## config.mk

```make
export PLATFORM = sky130hd
export DESIGN_NAME = param_updown_counter
export DESIGN_NICKNAME = d
export VERILOG_FILES = /design/src/rtl/param_updown_counter.sv
export SDC_FILE = /design/constraint.sdc
export NUM_CORES = 1
export LEC_CHECK = 0
export BUFFER_PORTS_ARGS = -buffer_cell sky130_fd_sc_hd__buf_2
export CORE_ASPECT_RATIO = 1.4
export CORE_MARGIN = 2
export CORE_UTILIZATION = 35
export DETAILED_ROUTE_END_ITERATION = 12
export SYNTH_ARGS = -nofsm -noshare
export SYNTH_HDL_FRONTEND = slang
export SYNTH_SLANG_ARGS = --single-unit
```

## constraint.sdc

```tcl
create_clock -name clk -period 2.75 [get_ports clk]
set_clock_uncertainty 0.15 [all_clocks]
set_input_delay 0.1375 -clock clk [delete_from_list [all_inputs] [get_ports clk]]
set_output_delay 0.1375 -clock clk [all_outputs]
set_load 0.05 [all_outputs]
```

## src/rtl/param_updown_counter.sv

```systemverilog
// ---------------------------------------------------------------------------
// param_updown_counter
//   Signed up/down counter with overflow detection, a saturating overflow
//   event counter and an optional "bounce" mode where every overflow reverses
//   the effective count direction.
//
//   Optional feature macro: UDC_SATURATE_EN
//     defined   -> on overflow q clamps to the most positive/negative value
//     undefined -> on overflow q wraps (low WIDTH bits of the exact result)
//
// Parameters
//   WIDTH   two's-complement width of a, b, q (>= 2)
//   CNT_W   width of ovf_count (>= 1)
//   BOUNCE  1: each overflow toggles rev (direction reversal)
//
// Ports
//   clk        clock, rising edge
//   rst        synchronous active-high reset
//   up, dn     count requests (q + b / q - b), XORed with rev
//   ld         load a into q (clears rev and ovf)
//   clr        clear ovf_count
//   a          load value (signed)
//   b          step value (signed)
//   q          registered count (signed)
//   ovf        registered one-cycle overflow pulse
//   ovf_count  registered saturating overflow event count
//   rev        registered direction-reversal state
// ---------------------------------------------------------------------------
module param_updown_counter #(
    parameter int unsigned WIDTH  = 8,
    parameter int unsigned CNT_W  = 4,
    parameter int unsigned BOUNCE = 0
) (
    input  logic                    clk,
    input  logic                    rst,
    input  logic                    up,
    input  logic                    dn,
    input  logic                    ld,
    input  logic                    clr,
    input  logic signed [WIDTH-1:0] a,
    input  logic signed [WIDTH-1:0] b,
    output logic signed [WIDTH-1:0] q,
    output logic                    ovf,
    output logic        [CNT_W-1:0] ovf_count,
    output logic                    rev
);

    localparam int unsigned EXT_W = WIDTH + 1;

    localparam logic [WIDTH-1:0] Q_MAX = {1'b0, {(WIDTH-1){1'b1}}};
    localparam logic [WIDTH-1:0] Q_MIN = {1'b1, {(WIDTH-1){1'b0}}};

    logic [WIDTH-1:0] q_q,   q_d;
    logic             ovf_q, ovf_d;
    logic [CNT_W-1:0] cnt_q, cnt_d;
    logic             rev_q, rev_d;

    logic             eff_up;
    logic             eff_dn;
    logic             add_op;
    logic             sub_op;
    logic [EXT_W-1:0] q_ext;
    logic [EXT_W-1:0] b_ext;
    logic [EXT_W-1:0] res;
    logic             res_ovf;

    // Exact arithmetic in WIDTH+1 bits; overflow when the two top bits differ.
    always_comb begin
        eff_up  = up ^ rev_q;
        eff_dn  = dn ^ rev_q;
        add_op  = eff_up & ~eff_dn;
        sub_op  = ~eff_up & eff_dn;
        q_ext   = {q_q[WIDTH-1], q_q};
        b_ext   = {b[WIDTH-1], b};
        res     = add_op ? EXT_W'(q_ext + b_ext) : EXT_W'(q_ext - b_ext);
        res_ovf = (add_op | sub_op) & (res[WIDTH] ^ res[WIDTH-1]);
    end

    // Next-state: ld beats counting; clr beats the overflow increment.
    always_comb begin
        q_d   = q_q;
        ovf_d = 1'b0;
        cnt_d = cnt_q;
        rev_d = rev_q;

        if (ld) begin
            q_d   = a;
            rev_d = 1'b0;
        end else if (add_op | sub_op) begin
            q_d = res[WIDTH-1:0];
            if (res_ovf) begin
`ifdef UDC_SATURATE_EN
                // Sign of the exact result selects the clamp rail.
                q_d = res[WIDTH] ? Q_MIN : Q_MAX;
`endif
                ovf_d = 1'b1;
                if (cnt_q != {CNT_W{1'b1}}) begin
                    cnt_d = cnt_q + CNT_W'(1);
                end
                rev_d = ~rev_q;
            end
        end

        if (clr) begin
            cnt_d = '0;
        end

        if (BOUNCE == 0) begin
            rev_d = 1'b0;
        end
    end

    // State register with synchronous reset.
    always_ff @(posedge clk) begin
        if (rst) begin
            q_q   <= '0;
            ovf_q <= 1'b0;
            cnt_q <= '0;
            rev_q <= 1'b0;
        end else begin
            q_q   <= q_d;
            ovf_q <= ovf_d;
            cnt_q <= cnt_d;
            rev_q <= rev_d;
        end
    end

    assign q         = q_q;
    assign ovf       = ovf_q;
    assign ovf_count = cnt_q;
    assign rev       = rev_q;

endmodule

```

Word level (Yosys, flattened, before mapping)
Index checks and enable logic that the tools add are counted.

operators by class
  add/sub/neg operators = 3
  eq/ne operators = 1
  multiplexer cells = 4
  bitwise gates (word level) = 9
  reductions and logical operators = 4

operators with widths
  kind                                          number
  two-way mux 8 bit                             2
  adder 8 x 8 -> 9 bit                          1
  two-way mux 9 bit                             1
  subtractor 8 x 8 -> 9 bit                     1
  adder 4 x 1 -> 4 bit, second input constant   1
  inequality test 4 bit, second input constant  1
  inverter 1 bit                                4
  AND reduction 4 bit                           1
  AND 1 bit                                     3
  OR reduction 3 bit                            1
  nonzero test 2 bit                            1
  OR reduction 2 bit                            1
  two-way mux 1 bit                             1
  OR 1 bit                                      1
  XOR 1 bit                                     1

storage, ports and cells
  bits in registers = 13
  input bits = 22
  output and inout bits = 14
  logic and storage cells = 24

Longest topological paths before layout
Gate-level depths: netlist of the first run.

  depth in word-level cells = 6
  depth in mapped cells = 13
  mapped depth without buffers = 13

Worst setup path before layout of the first run
No wires, ideal clock.

  path kind = input port to flip-flop
  from = input port dn
  to = register cnt_q[3] (netlist: ovf_count[3])
  setup time = 70 ps
  data arrival time = 2730 ps
  required time = 2530 ps
  slack = -200 ps
  stages on the path = 13
  path buffers = 1
  cell sequence = inv_1 -> ha_1 -> clkbuf_8 -> a21oi_1 -> xor2_1 -> ha_1 -> a21o_1 -> a21o_2 -> a221oi_1 -> xnor2_1 -> xnor2_2 -> or4_1 -> a21oi_1

between the ends
  longest elaborated chain between the ends = 6
  elaborated cells on any way between the ends = 8
  classes of those cells = mux: 1; bitwise: 6; reduce/logical: 1

RTL lines
  element                          line  RTL
  start, declared                  37    input logic dn,
  inverter 1 bit                   71    add_op = eff_up & ~eff_dn;
  AND 1 bit                        71
  two-way mux 9 bit                75    res = add_op ? EXT_W'(q_ext + b_ext) : EXT_W'(q_ext - b_ext);
  XOR 1 bit                        76    res_ovf = (add_op | sub_op) & (res[WIDTH] ^ res[WIDTH-1]);
  AND 1 bit                        76
  AND reduction 4 bit (no line) *  -
  end signal, assigned             123   cnt_q <= cnt_d;
  end, declared                    55    logic [CNT_W-1:0] cnt_q, cnt_d;

Every way passes the cells marked *; elsewhere a longest branch is shown, timed or not.
A chain may end at the register's enable or synchronous reset.

Final worst setup path of the first run
  from = input port b[1]
  to = register cnt_q[3] (netlist: ovf_count[3])

between the ends
  longest elaborated chain between the ends = 5
  elaborated cells on any way between the ends = 6
  classes of those cells = add/sub: 2; mux: 1; bitwise: 2; reduce/logical: 1

RTL lines
  element                                                                   line  RTL
  start, declared                                                           41    input logic signed [WIDTH-1:0] b,
  subtractor 8 x 8 -> 9 bit / adder 8 x 8 -> 9 bit (equally long branches)  75
  two-way mux 9 bit *                                                       75
  XOR 1 bit *                                                               76
  AND 1 bit *                                                               76
  AND reduction 4 bit (no line) *                                           -

Marked as above.

==> reports/results.ini, run 1 <==
[die]
rows = 24
die_height_microns = 71.3
io-pin-count = 36
die_x_microns = 52.1
initial_core_util = 0.366
core_region_area_sq_um = 3090
fp.dieArea_sq_um = 3710

[logic_synthesis]
yosysWarningCount = 0
syn_area_per_cell_sq_um = 8.09
syn_area_sq_um = 1130
ys_ff_latch = 13
yosysUniqueCellTypes = 37
nets_in_the_synthesized_netlist = 174
post_synth_edffs = 0
yosys_most_used_dff = sky130_fd_sc_hd__dfxtp_1
syn_inst = 140
fraction_of_the_yosys_area_taken_by_sequential_cells = 0.230
synth_async_sr_flop_share = 0

[finish]
finalInstanceArea_sq_um = 1690
fillerInstances = 295
final_layout_size_suffix_gt1_frac = 0.427
final_nets = 234
layout.cells.non_filler = 238
area_delta_synth_final_pct = 49.5
antenna-diode-count = 0

[worst_setup_path]
timing.critical_path.arrival_ns = 2.85
flop2flop_setup_slack_ns = 0.13
worst-setup-path-type = primary input to flip-flop
cp_required_ns = 2.78
end_kind = flip-flop
max_fo_critical_path = 6
critPathLaunchType = primary input
worstRegToRegCells = 9
crit-reg2reg-capture = ovf_count[3]
reg2reg_from = q[0]

[global_routing]
grt_start_max_net_pins = 17
grt_first_pass_wirelength_mm = 5.14
grtUsageTotal = 0.176
first_global_vias = 1211
globalRouteOverflowTotal = 0
grt_antenna_before_repair = 0

[run]
max_capacitance_violation_count = 0

[power]
netSwitchingFraction = 0.395
peakVddDrop_v = 0.000434
clock_power_share = 0.188
internal_power_w = 0.000551
cellPowerDensity_nw_per_um2 = 539
comb_power_share = 0.571
p_total_w = 0.000912
p_sw_w = 0.000360
power.sequential.fraction = 0.241
leak_nw = 0.817

[worst_hold_path]
min_delay_worst_endpoint = q[4]
hold_path_startpoint = a[4]
timing.hold.worst.class = primary input to flip-flop
worst_hold_path.num_cells = 3

[timing]
fin_worst_hold_slack_ns = -0.00313
maxClockFrequency_mhz = 354
finalSetupViolations = 1
grt_setup_unrepaired = yes
finalHoldViolations = 1
period_minus_slack_ns = 2.82
final_critical_path_setup_slack_ns = -0.0709
timing_max_transition_violations_final = 0
fin_crit_sh = 1.03

[placement]
dp_hpwl_mm = 2.44
placed_cells = 228
buffer_ports.inserted = 34
dpl_cell_area_sq_um = 1510
routabilityCongestion = 0.963

[drt]
ant_nets = 0
routed-via-count = 1207
wirelength_mm = 3.13
drc = 0
post_drt_wl_per_cell_microns = 13.2
route.detailed.vias_per_inst = 5.07
detailedRoute.firstIterationViolations = 16
detailed_routing_iteration_count_for_the_pre_antenna_repair_pass = 4

[clock_network]
max-clock-path-buffers = 2
worstSkewPairLatency_ns = 0.25
clock_tree_from_tritoncts = built
cts_buffers = 3
clock-sinks = 13
cts_root_buffer = sky130_fd_sc_hd__clkbuf_8
htree_levels = 1
clkSlewWorstSetupHoldPaths_ns = 0.05

[outcome]
outcome = complete, but fails checks
failed_checks = hold timing, setup timing

==> sequential cells by signal (all words and copies together) (netlist names) <==
name       flops
ovf_count      4
ovf            1
q              8
==> power by group through the flow <==
stage | logic, W | registers (W) | clock network [W]
after global placement | 0.000443 | 0.000223 | 0
final | 0.000521 | 0.000220 | 0.000171
after CTS | 0.000486 | 0.000220 | 0.000175
after floorplan | 0.000247 | 0.000277 | 0
after detailed placement | 0.000456 | 0.000224 | 0
after global routing | 0.000563 | 0.000222 | 0.000186
==> how the worst max path moves through the flow <==
| stage | from | end | slack (ns) | cells after the start |
|---|---|---|---|---|
| 2_1_floorplan | b[0] | ovf_count[3] | -0.01 | 11 |
| 3_3_place_gp | b[0] | ovf_count[0] | -0.20 | 13 |
| 3_5_place_dp | b[0] | ovf_count[0] | -0.27 | 13 |
| 4_1_cts | b[0] | ovf_count[3] | 0.001 | 13 |
| 5_1_grt | b[1] | ovf_count[3] | -0.16 | 12 |
| 6_report | b[1] | ovf_count[3] | -0.07 | 12 |
==> layer usage <==
layer	up-vias	routed length, microns	global-route usage
li1	615	-	-
met1	560	1270	0.201
met2	28	1690	0.318
met3	4	130	0.0208
met4	0	37	0.0789
met5	-	0	0
==> critical path, stage by stage <==
cell and delay [ns]:
sky130_fd_sc_hd__buf_8 0.10, sky130_fd_sc_hd__nor4_4 0.33, sky130_fd_sc_hd__a21oi_2 0.10, sky130_fd_sc_hd__xor2_1 0.15
sky130_fd_sc_hd__ha_1 0.29, sky130_fd_sc_hd__a21o_1 0.19, sky130_fd_sc_hd__a21o_2 0.23, sky130_fd_sc_hd__a221oi_4 0.31
sky130_fd_sc_hd__xnor2_2 0.16, sky130_fd_sc_hd__xnor2_2 0.14, sky130_fd_sc_hd__or4_4 0.53, sky130_fd_sc_hd__a21oi_2 0.16
==> logic make-up (layout without fill, tap and decap cells) <==
family	after synthesis	in the layout	synth area share
compound gates	39	39	0.214
xor+xnor	15	15	0.129
fa+ha+maj	12	12	0.139
buf+inv	12	71	0.0519
flops	13	13	0.230
mux	6	6	0.0552
other cells	1	1	0.00331
simple gates	42	42	0.177
==> synthesized netlist by cell type, types with 2 or more instances <==
| cell | number | share of area |
|---|---|---|
| sky130_fd_sc_hd__o21a_1 | 3 | 0.020 |
| sky130_fd_sc_hd__xnor2_1 | 4 | 0.031 |
| sky130_fd_sc_hd__clkbuf_1 | 4 | 0.013 |
| sky130_fd_sc_hd__a211oi_1 | 2 | 0.013 |
| sky130_fd_sc_hd__or4_1 | 2 | 0.013 |
| sky130_fd_sc_hd__mux2i_1 | 4 | 0.035 |
| sky130_fd_sc_hd__nor4_1 | 2 | 0.011 |
| sky130_fd_sc_hd__a21oi_1 | 16 | 0.071 |
| sky130_fd_sc_hd__ha_1 | 11 | 0.12 |
| sky130_fd_sc_hd__o21ai_0 | 6 | 0.027 |
| sky130_fd_sc_hd__nand3_1 | 3 | 0.013 |
| sky130_fd_sc_hd__nor2_1 | 18 | 0.060 |
| sky130_fd_sc_hd__inv_1 | 6 | 0.020 |
| sky130_fd_sc_hd__nand2_1 | 9 | 0.030 |
| sky130_fd_sc_hd__mux2_2 | 2 | 0.020 |
| sky130_fd_sc_hd__xnor2_2 | 2 | 0.029 |
| sky130_fd_sc_hd__o31ai_1 | 2 | 0.013 |
| sky130_fd_sc_hd__a21o_1 | 3 | 0.020 |
| sky130_fd_sc_hd__nor3_1 | 3 | 0.013 |
| sky130_fd_sc_hd__dfxtp_1 | 13 | 0.23 |
| sky130_fd_sc_hd__xor2_1 | 9 | 0.070 |
==> cell type report <==
class	count	area, sq um	share of cell area
multi-input cells	115	915	0.540
repair buffers	61	399	0.236
flip-flops and latches	13	260	0.154
well taps	39	48.8	0.0288
clock buffers	4	45.0	0.0266
inverters	6	25.0	0.0148
==> stage by stage <==
stage / utilization / setup TNS [ns] / setup WS, ns
6_report: 0.547 / -0.0709 / -0.0709
5_1_grt: 0.547 / -0.231 / -0.161
4_1_cts: 0.519 / 0 / 0.00133
3_5_place_dp: 0.488 / -0.922 / -0.269
3_3_place_gp: 0.488 / -0.653 / -0.202
2_1_floorplan: - / -0.0267 / -0.0143
==> timing repair <==
item	CTS	global route
pin swaps	4	15
endpoints found under the setup margin	3	4
buffers inserted	2	1
endpoints found under the hold margin	3	0
resized for setup	1	20
hold buffers	3	0
==> layout by cell type, fill, tap and decap left out, types with 4 or more instances in the layout <==
| cell type | Yosys | final |
|---|---|---|
| sky130_fd_sc_hd__xor2_1 | 9 | 9 |
| sky130_fd_sc_hd__ha_1 | 11 | 9 |
| sky130_fd_sc_hd__nor2_1 | 18 | 17 |
| sky130_fd_sc_hd__buf_2 | 0 | 31 |
| sky130_fd_sc_hd__mux2i_1 | 4 | 4 |
| sky130_fd_sc_hd__a21oi_1 | 16 | 13 |
| sky130_fd_sc_hd__buf_4 | 1 | 25 |
| sky130_fd_sc_hd__nand2_1 | 9 | 9 |
| sky130_fd_sc_hd__o21ai_0 | 6 | 6 |
| sky130_fd_sc_hd__dfxtp_1 | 13 | 13 |
| sky130_fd_sc_hd__inv_1 | 6 | 4 |
No activity file was read; power rests on OpenSTA's default activity.
==> run 2, diff against run 1 <==
Settings changed: PLACE_DENSITY_LB_ADDON set to 0.25.
==> run 2 against run 1 <==
Effect of this change:
- the run ends with setup timing left
- worst hold slack better by 0.0065 ns
- global-route usage down 0.65 points
- flip-flop and latch count stayed put
- non-clock buffer count down 2
- fmax up 0.84%
- sequential share of layout area rose by 0.14 points
- core utilization down 0.49 points
- cell count decreased by 0.84%
- largest power group unchanged
- highest routed layer unchanged
==> reports/results.ini, run 2 (synthesis gave the netlist of run 1 again) <==
[outcome]
outcome = complete, but fails checks
failed_checks = setup timing

[finish]
final_nets = 232  ; -0.85%
fillerInstances = 297  ; +0.68%
mostFrequentLayoutCell = sky130_fd_sc_hd__buf_2
layout.cells.most_common_list = sky130_fd_sc_hd__buf_2 (31), sky130_fd_sc_hd__buf_4 (22), sky130_fd_sc_hd__nor2_1 (17), sky130_fd_sc_hd__dfxtp_1 (13), sky130_fd_sc_hd__a21oi_1 (12)
antenna-diode-count = 0  ; unchanged
final_layout_size_suffix_gt1_frac = 0.421  ; -0.00582
finalInstanceArea_sq_um = 1680  ; -0.89%
area_delta_synth_final_pct = 48.2
flip_flop_count_of_the_largest_register_all_copies_and_words_added = 8  ; unchanged

[worst_setup_path]
max_fo_critical_path = 6  ; unchanged
end_kind = flip-flop
worst_path_max_delay_cell = sky130_fd_sc_hd__or4_4
worst-setup-path-type = primary input to flip-flop
timing.critical_path.arrival_ns = 2.82  ; -0.03 ns
number_of_buffers_and_inverters_on_the_critical_path = 1  ; unchanged
critical-path-max-stage-delay_ns = 0.53  ; about the same
path_delay_family = compound AO/OA/AOI/OAI gates
cp_required_ns = 2.78  ; about the same
critPathLaunchType = primary input
path_cells = buf_8, nor4_4, a21oi_2, xor2_1, ha_1, a21o_1, a21o_4, a221oi_4, xnor2_2, xnor2_2, or4_4, a21oi_2

[die]
rows = 24  ; unchanged
fp.dieArea_sq_um = 3710  ; unchanged
die_height_microns = 71.3  ; unchanged
io-pin-count = 36  ; unchanged
core_region_area_sq_um = 3090  ; unchanged
initial_core_util = 0.366  ; unchanged
die_x_microns = 52.1  ; unchanged

[drt]
route.detailed.vias_per_inst = 5.11  ; +0.76%
ant_nets = 0  ; unchanged
detailedRoute.firstIterationViolations = 12  ; -4
detailed_routing_iteration_count_for_the_pre_antenna_repair_pass = 3  ; -1
routed-via-count = 1206  ; -0.083%
wirelength_mm = 3.00  ; -4.1%
drc = 0  ; unchanged
post_drt_wl_per_cell_microns = 12.7  ; -3.3%

[global_routing]
grt.met2_usage = 0.318  ; unchanged
grt_start_max_net_pins = 17  ; unchanged
first_global_vias = 1215  ; +0.33%
grt_most_used_layer = met2
met3_usage = 0.0146  ; -0.00625
grt_antenna_before_repair = 0  ; unchanged
grtUsageTotal = 0.170  ; -0.00648
globalRouteOverflowTotal = 0  ; unchanged
use_met1 = 0.189  ; -0.0122
grt_first_pass_wirelength_mm = 5.00  ; -2.8%

[clock_network]
cts_buffers = 3  ; unchanged
clock_tree_from_tritoncts = built
max-clock-path-buffers = 2  ; unchanged
clock-sinks = 13  ; unchanged
htree_levels = 1  ; unchanged
cts_root_buffer = sky130_fd_sc_hd__clkbuf_8
worstSkewPairLatency_ns = 0.24  ; about the same
clkSlewWorstSetupHoldPaths_ns = 0.06  ; about the same

[timing]
final_critical_path_setup_slack_ns = -0.0473  ; +0.0236 ns
grt_setup_unrepaired = yes
fin_crit_sh = 1.02  ; -0.00858
timing_max_transition_violations_final = 0  ; unchanged
fin_worst_hold_slack_ns = 0.00340  ; +0.00652 ns
finalHoldViolations = 0  ; -1
finalSetupViolations = 1  ; unchanged
maxClockFrequency_mhz = 357  ; +0.84%
period_minus_slack_ns = 2.80  ; -0.0236 ns

[power]
leak_nw = 0.802  ; -1.8%
peakVddDrop_v = 0.000481  ; +11%
cellPowerDensity_nw_per_um2 = 545  ; +1.2%

[worst_hold_path]
timing.hold.worst.class = primary input to flip-flop

[placement]
buffer_ports.inserted = 34  ; unchanged
routabilityCongestion = 0.838  ; -13%
dpl_cell_area_sq_um = 1500  ; -0.99%
dp_hpwl_mm = 2.39  ; -1.9%

[run]
max_capacitance_violation_count = 0  ; unchanged

-- run 2: changes by cell type in the layout (fill, tap and decap cells not counted), sizes merged --
cell / before / now
buf: 58 / 55
dlygate4sd3: 3 / 4
-- run 2: layer usage --
layer / part of all wire / vias up
met2: 0.55 / 19
met5: 0 / -
met3: 0.028 / 4
met4: 0.012 / 0
met1: 0.41 / 568
li1: - / 615
-- run 2: worst paths after layout --
check	slack (ns)	cells after the start	endpoint	startpoint
max	-0.05	12	ovf_count[3]	b[1]
min	0.003	3	q[1]	a[1]
max reg2reg	0.18	9	ovf_count[3]	q[0]
min reg2reg	0.37	2	ovf_count[2]	ovf_count[2]
-- run 2: what timing repair did --
| action | in CTS | in global routing |
|---|---|---|
| cloned | 0 | 0 |
| hold buffers | 4 | 0 |
| endpoints found under the setup margin | 2 | 4 |
| buffers inserted | 0 | 2 |
| pin swaps | 4 | 17 |
| resized for setup | 3 | 18 |
| endpoints found under the hold margin | 4 | 0 |
-- run 2: final cells by class --
class	count	area, sq um	share of cell area
multi-input cells	115	915	0.545
inverters	6	22.5	0.0134
clock buffers	4	45.0	0.0268
well taps	39	48.8	0.0291
repair buffers	59	387	0.230
flip-flops and latches	13	260	0.155
-- run 2: worst register-to-register path: cells and delay by family (launching register included) --
family	cells	cell delay (ns)
flip-flops	1	0.32
adder cells (fa/ha/maj)	2	0.58
XOR/XNOR	2	0.31
AND/OR/NAND/NOR	3	0.71
AO/OA/AOI/OAI	2	0.44
-- run 2: power breakdown --
group | leakage, nW | switching [W] | total, W | internal [W]
logic | 0.672 | 0.000272 | 0.000524 | 0.000252
clock network | 0.0228 | 0.0000682 | 0.000170 | 0.000102
registers | 0.107 | 0.0000149 | 0.000220 | 0.000205
-- run 2: per-stage QoR --
stage	utilization	TNS, ns	std cells	setup slack (ns)	total power, W
after global placement	0.483	-0.660	226	-0.207	0.000682
after CTS	0.514	-0.00161	234	-0.00161	0.000874
final	0.542	-0.0473	236	-0.0473	0.000915
after detailed placement	0.483	-0.952	226	-0.285	0.000692
after global routing	0.542	-0.451	236	-0.184	0.000978
after floorplan	-	-0.0267	140	-0.0143	0.000524
==> run 3, diff against run 2 <==
Settings changed: ABC_AREA set to 1, CTS_CLUSTER_DIAMETER set to 30.
==> run 3 against run 2 <==
Effect of this change:
- the run now ends clean
- die area rose by 4.4%
- sequential share of layout area up 2.5 points
- design area is 14% lower
- via count increased by 1.0%
- synthesized cell count rose by 28%
- first-iteration DRC count up 42%
- sequential power fell by 2%
- critical path depth rose by 9
- count of clock-buffer cells in the layout did not move
- largest cell class unchanged
==> reports/results.ini, run 3 <==
[outcome]
outcome = finished, final reports clean

[clock_network]
cts.repair.resized = 0  ; -3
cts_buffers = 3  ; unchanged
htree_levels = 1  ; unchanged
clock_tree_from_tritoncts = built
clock-sinks = 13  ; unchanged
cts_root_buffer = sky130_fd_sc_hd__clkbuf_8
clkSlewWorstSetupHoldPaths_ns = 0.05  ; about the same
max-clock-path-buffers = 2  ; unchanged
worstSkewPairLatency_ns = 0.24  ; about the same

[finish]
final_core_utilization = 0.435  ; -0.107
seqCellArea_sq_um = 260  ; unchanged
layout.cells.most_common_list = sky130_fd_sc_hd__nand2_1 (57), sky130_fd_sc_hd__buf_2 (34), sky130_fd_sc_hd__nand3_1 (15), sky130_fd_sc_hd__inv_1 (14)
flip_flop_count_of_the_largest_register_all_copies_and_words_added = 8  ; unchanged
layout.cells.non_filler = 254  ; +7.6%
antenna-diode-count = 0  ; unchanged
final_layout_size_suffix_gt1_frac = 0.229  ; -0.192
area_delta_synth_final_pct = 21.6
fillerInstances = 397  ; +34%
multi_input_logic_area_sq_um = 840  ; -8.2%
mostFrequentLayoutCell = sky130_fd_sc_hd__nand2_1
final_nets = 249  ; +7.3%

[worst_setup_path]
critical_path.most_common_cell = sky130_fd_sc_hd__nand2_1
number_of_buffers_and_inverters_on_the_critical_path = 3  ; +2
cp_required_ns = 2.78  ; about the same
worst-setup-path-type = primary input to flip-flop
timing.critical_path.arrival_ns = 2.37  ; -0.45 ns
critical-path-max-stage-delay_ns = 0.37  ; -0.16 ns
max_fo_critical_path = 5  ; -1
path_cells = buf_2, inv_1, ha_1, nand2_1, nor2_1, nor2_1, a21oi_1, xnor2_1, ha_1, nand2_1, nor2_1, nand2_1, nand3_1, inv_1, nand3_1, nand3_2, nand2_4, nand3_4, nand2_1, nand2_1, nor2_1
path_delay_family = simple AND/OR/NAND/NOR gates
worst_path_max_delay_cell = sky130_fd_sc_hd__ha_1
critPathLaunchType = primary input
end_kind = flip-flop

[timing]
finalHoldViolations = 0  ; unchanged
fin_worst_hold_slack_ns = 0.0129  ; +0.00947 ns
tightest_slew_ns = 0.544
finalSetupViolations = 0  ; -1
max_slew_margin = 0.636
maxClockFrequency_mhz = 427  ; +20%
grt_setup_unrepaired = no
period_minus_slack_ns = 2.34  ; -0.457 ns
fin_crit_sh = 0.851  ; -0.166
timing.setup.tns_ns = 0  ; +0.0473 ns
timing_max_transition_violations_final = 0  ; unchanged

[power]
clock_power_share = 0.243  ; +0.057
netSwitchingFraction = 0.408  ; +0.0196
leak_nw = 0.740  ; -7.7%
power.sequential.fraction = 0.306  ; +0.066
p_sw_w = 0.000288  ; -19%
comb_power_share = 0.450  ; -0.123
internal_power_w = 0.000418  ; -25%
cellPowerDensity_nw_per_um2 = 490  ; -10%
peakVddDrop_v = 0.000240  ; -50%

[logic_synthesis]
yosysWarningCount = 0  ; unchanged
ranking_of_synthesized_cells_by_area = sky130_fd_sc_hd__dfxtp_1 (22%), sky130_fd_sc_hd__nand2_1 (18%), sky130_fd_sc_hd__ha_1 (12%), sky130_fd_sc_hd__nand3_1 (6.3%), sky130_fd_sc_hd__xor2_1 (5.9%)
nets_in_the_synthesized_netlist = 213  ; +22%
area_fraction_in_and_or_nand_and_nor_cells_after_synthesis = 0.384  ; +0.207
ys_ff_latch = 13  ; unchanged
synthTopCellsByCount = sky130_fd_sc_hd__nand2_1 (57), sky130_fd_sc_hd__nand3_1 (15), sky130_fd_sc_hd__inv_1 (14), sky130_fd_sc_hd__dfxtp_1 (13), sky130_fd_sc_hd__nor2_1 (13)
post_synth_edffs = 0  ; unchanged
post_synth_fa_ha_maj_area_fraction = 0.133  ; -0.00632
synth_most_common_cell = sky130_fd_sc_hd__nand2_1
yosysTopAreaCell = sky130_fd_sc_hd__dfxtp_1
yosysUniqueCellTypes = 28  ; -24%
synth.mux.area_fraction = 0  ; -0.0552
syn_area_per_cell_sq_um = 6.63  ; -18%
syn_area_sq_um = 1190  ; +4.8%
syn_inst = 179  ; +28%
synth_area_in_compound_gates = 0.0992  ; -0.115
fraction_of_the_yosys_area_taken_by_sequential_cells = 0.219  ; -0.0104
synth_top_cell_area_share = 0.219  ; -0.0104
synth_async_sr_flop_share = 0  ; unchanged
synthXorXnorAreaFrac = 0.0886  ; -0.0407
combinational_family_with_the_most_area_after_synthesis = simple AND/OR/NAND/NOR gates
yosys_most_used_dff = sky130_fd_sc_hd__dfxtp_1

[drt]
post_drt_wl_per_cell_microns = 10.8  ; -15%
routed-via-count = 1218  ; +1.0%
ant_nets = 0  ; unchanged
drc = 0  ; unchanged
detailedRoute.firstIterationViolations = 17  ; +5
route.detailed.vias_per_inst = 4.80  ; -6.2%
detailed_routing_iteration_count_for_the_pre_antenna_repair_pass = 4  ; +1
wirelength_mm = 2.75  ; -8.5%

[die]
fp.dieArea_sq_um = 3880  ; +4.4%
initial_core_util = 0.358  ; -0.00836
core_region_area_sq_um = 3320  ; +7.2%
io-pin-count = 36  ; unchanged
die_height_microns = 72.9  ; +2.2%
rows = 25  ; +4.2%
die_x_microns = 53.2  ; +2.2%

[global_routing]
grt_first_pass_wirelength_mm = 5.04  ; +0.96%
grt_start_max_net_pins = 14  ; -3
grtUsageTotal = 0.171  ; +0.000827
grt_antenna_before_repair = 0  ; unchanged
globalRouteOverflowTotal = 0  ; unchanged
first_global_vias = 1171  ; -3.6%

[placement]
placed_cells = 249  ; +10%
dp_hpwl_mm = 2.33  ; -2.5%
routabilityCongestion = 0.851  ; +1.5%
buffer_ports.inserted = 34  ; unchanged

[run]
max_capacitance_violation_count = 0  ; unchanged

[worst_hold_path]
timing.hold.worst.class = primary input to flip-flop

## run 3: path summary, 6_finish.rpt
path | start | endpoint | slack [ns] | cells past startpoint
setup / recovery | b[1] | ovf_count[0] | 0.41 | 21
hold / removal | a[3] | q[3] | 0.01 | 3
setup reg to reg | q[0] | ovf_count[0] | 0.64 | 13
hold reg to reg | ovf_count[1] | ovf_count[1] | 0.36 | 2
## run 3: routing by layer
metal	up-vias	GRT usage	share of wire
li1	663	-	-
met1	532	0.207	0.45
met2	18	0.302	0.51
met3	5	0.0246	0.025
met4	0	0.0513	0.014
met5	-	0	0
## run 3: worst reg2reg max path: cells and delay by family, from the launching register on
| family | cells | cell delay, ns |
|---|---|---|
| fa+ha+maj | 2 | 0.60 |
| simple gates | 11 | 0.96 |
| flops | 1 | 0.32 |
## run 3: timing repair
action / 4_1_cts / 5_1_grt
setup buffers: 0 / 0
hold endpoints to repair: 1 / 0
hold buffers: 1 / 0
## run 3: power by group through the flow
stage          Clock [W]  Combinational (W)  Sequential (W)
2_1_floorplan          0           0.000208        0.000263
3_3_place_gp           0           0.000319        0.000221
3_5_place_dp           0           0.000319        0.000221
4_1_cts         0.000176           0.000322        0.000217
5_1_grt         0.000191           0.000365        0.000219
6_report        0.000172           0.000318        0.000216
## run 3: metrics by stage
step	worst slack, ns	total power (W)	instance area [sq um]
final	0.410	0.000706	1440
after global routing	0.0629	0.000774	1440
after CTS	0.379	0.000715	1440
after detailed placement	0.146	0.000540	1390
after global placement	0.154	0.000540	1390
after floorplan	0.523	0.000471	1190
## run 3: cells by family (layout without fill, tap and decap cells)
group / after synthesis / after routing
other: 1 / 1
AND/OR/NAND/NOR: 99 / 99
buffers and inverters: 22 / 57
AO/OA/AOI/OAI: 20 / 20
adder cells (fa/ha/maj): 12 / 12
XOR/XNOR: 12 / 12
flip-flops: 13 / 13
## run 3: area by class of cell
class | instances | share of cell area
Tap cell | 40 | 0.0347
Multi-Input combinational cell | 144 | 0.582
Sequential cell | 13 | 0.180
Inverter | 18 | 0.0468
Timing Repair Buffer | 35 | 0.125
Clock buffer | 4 | 0.0312
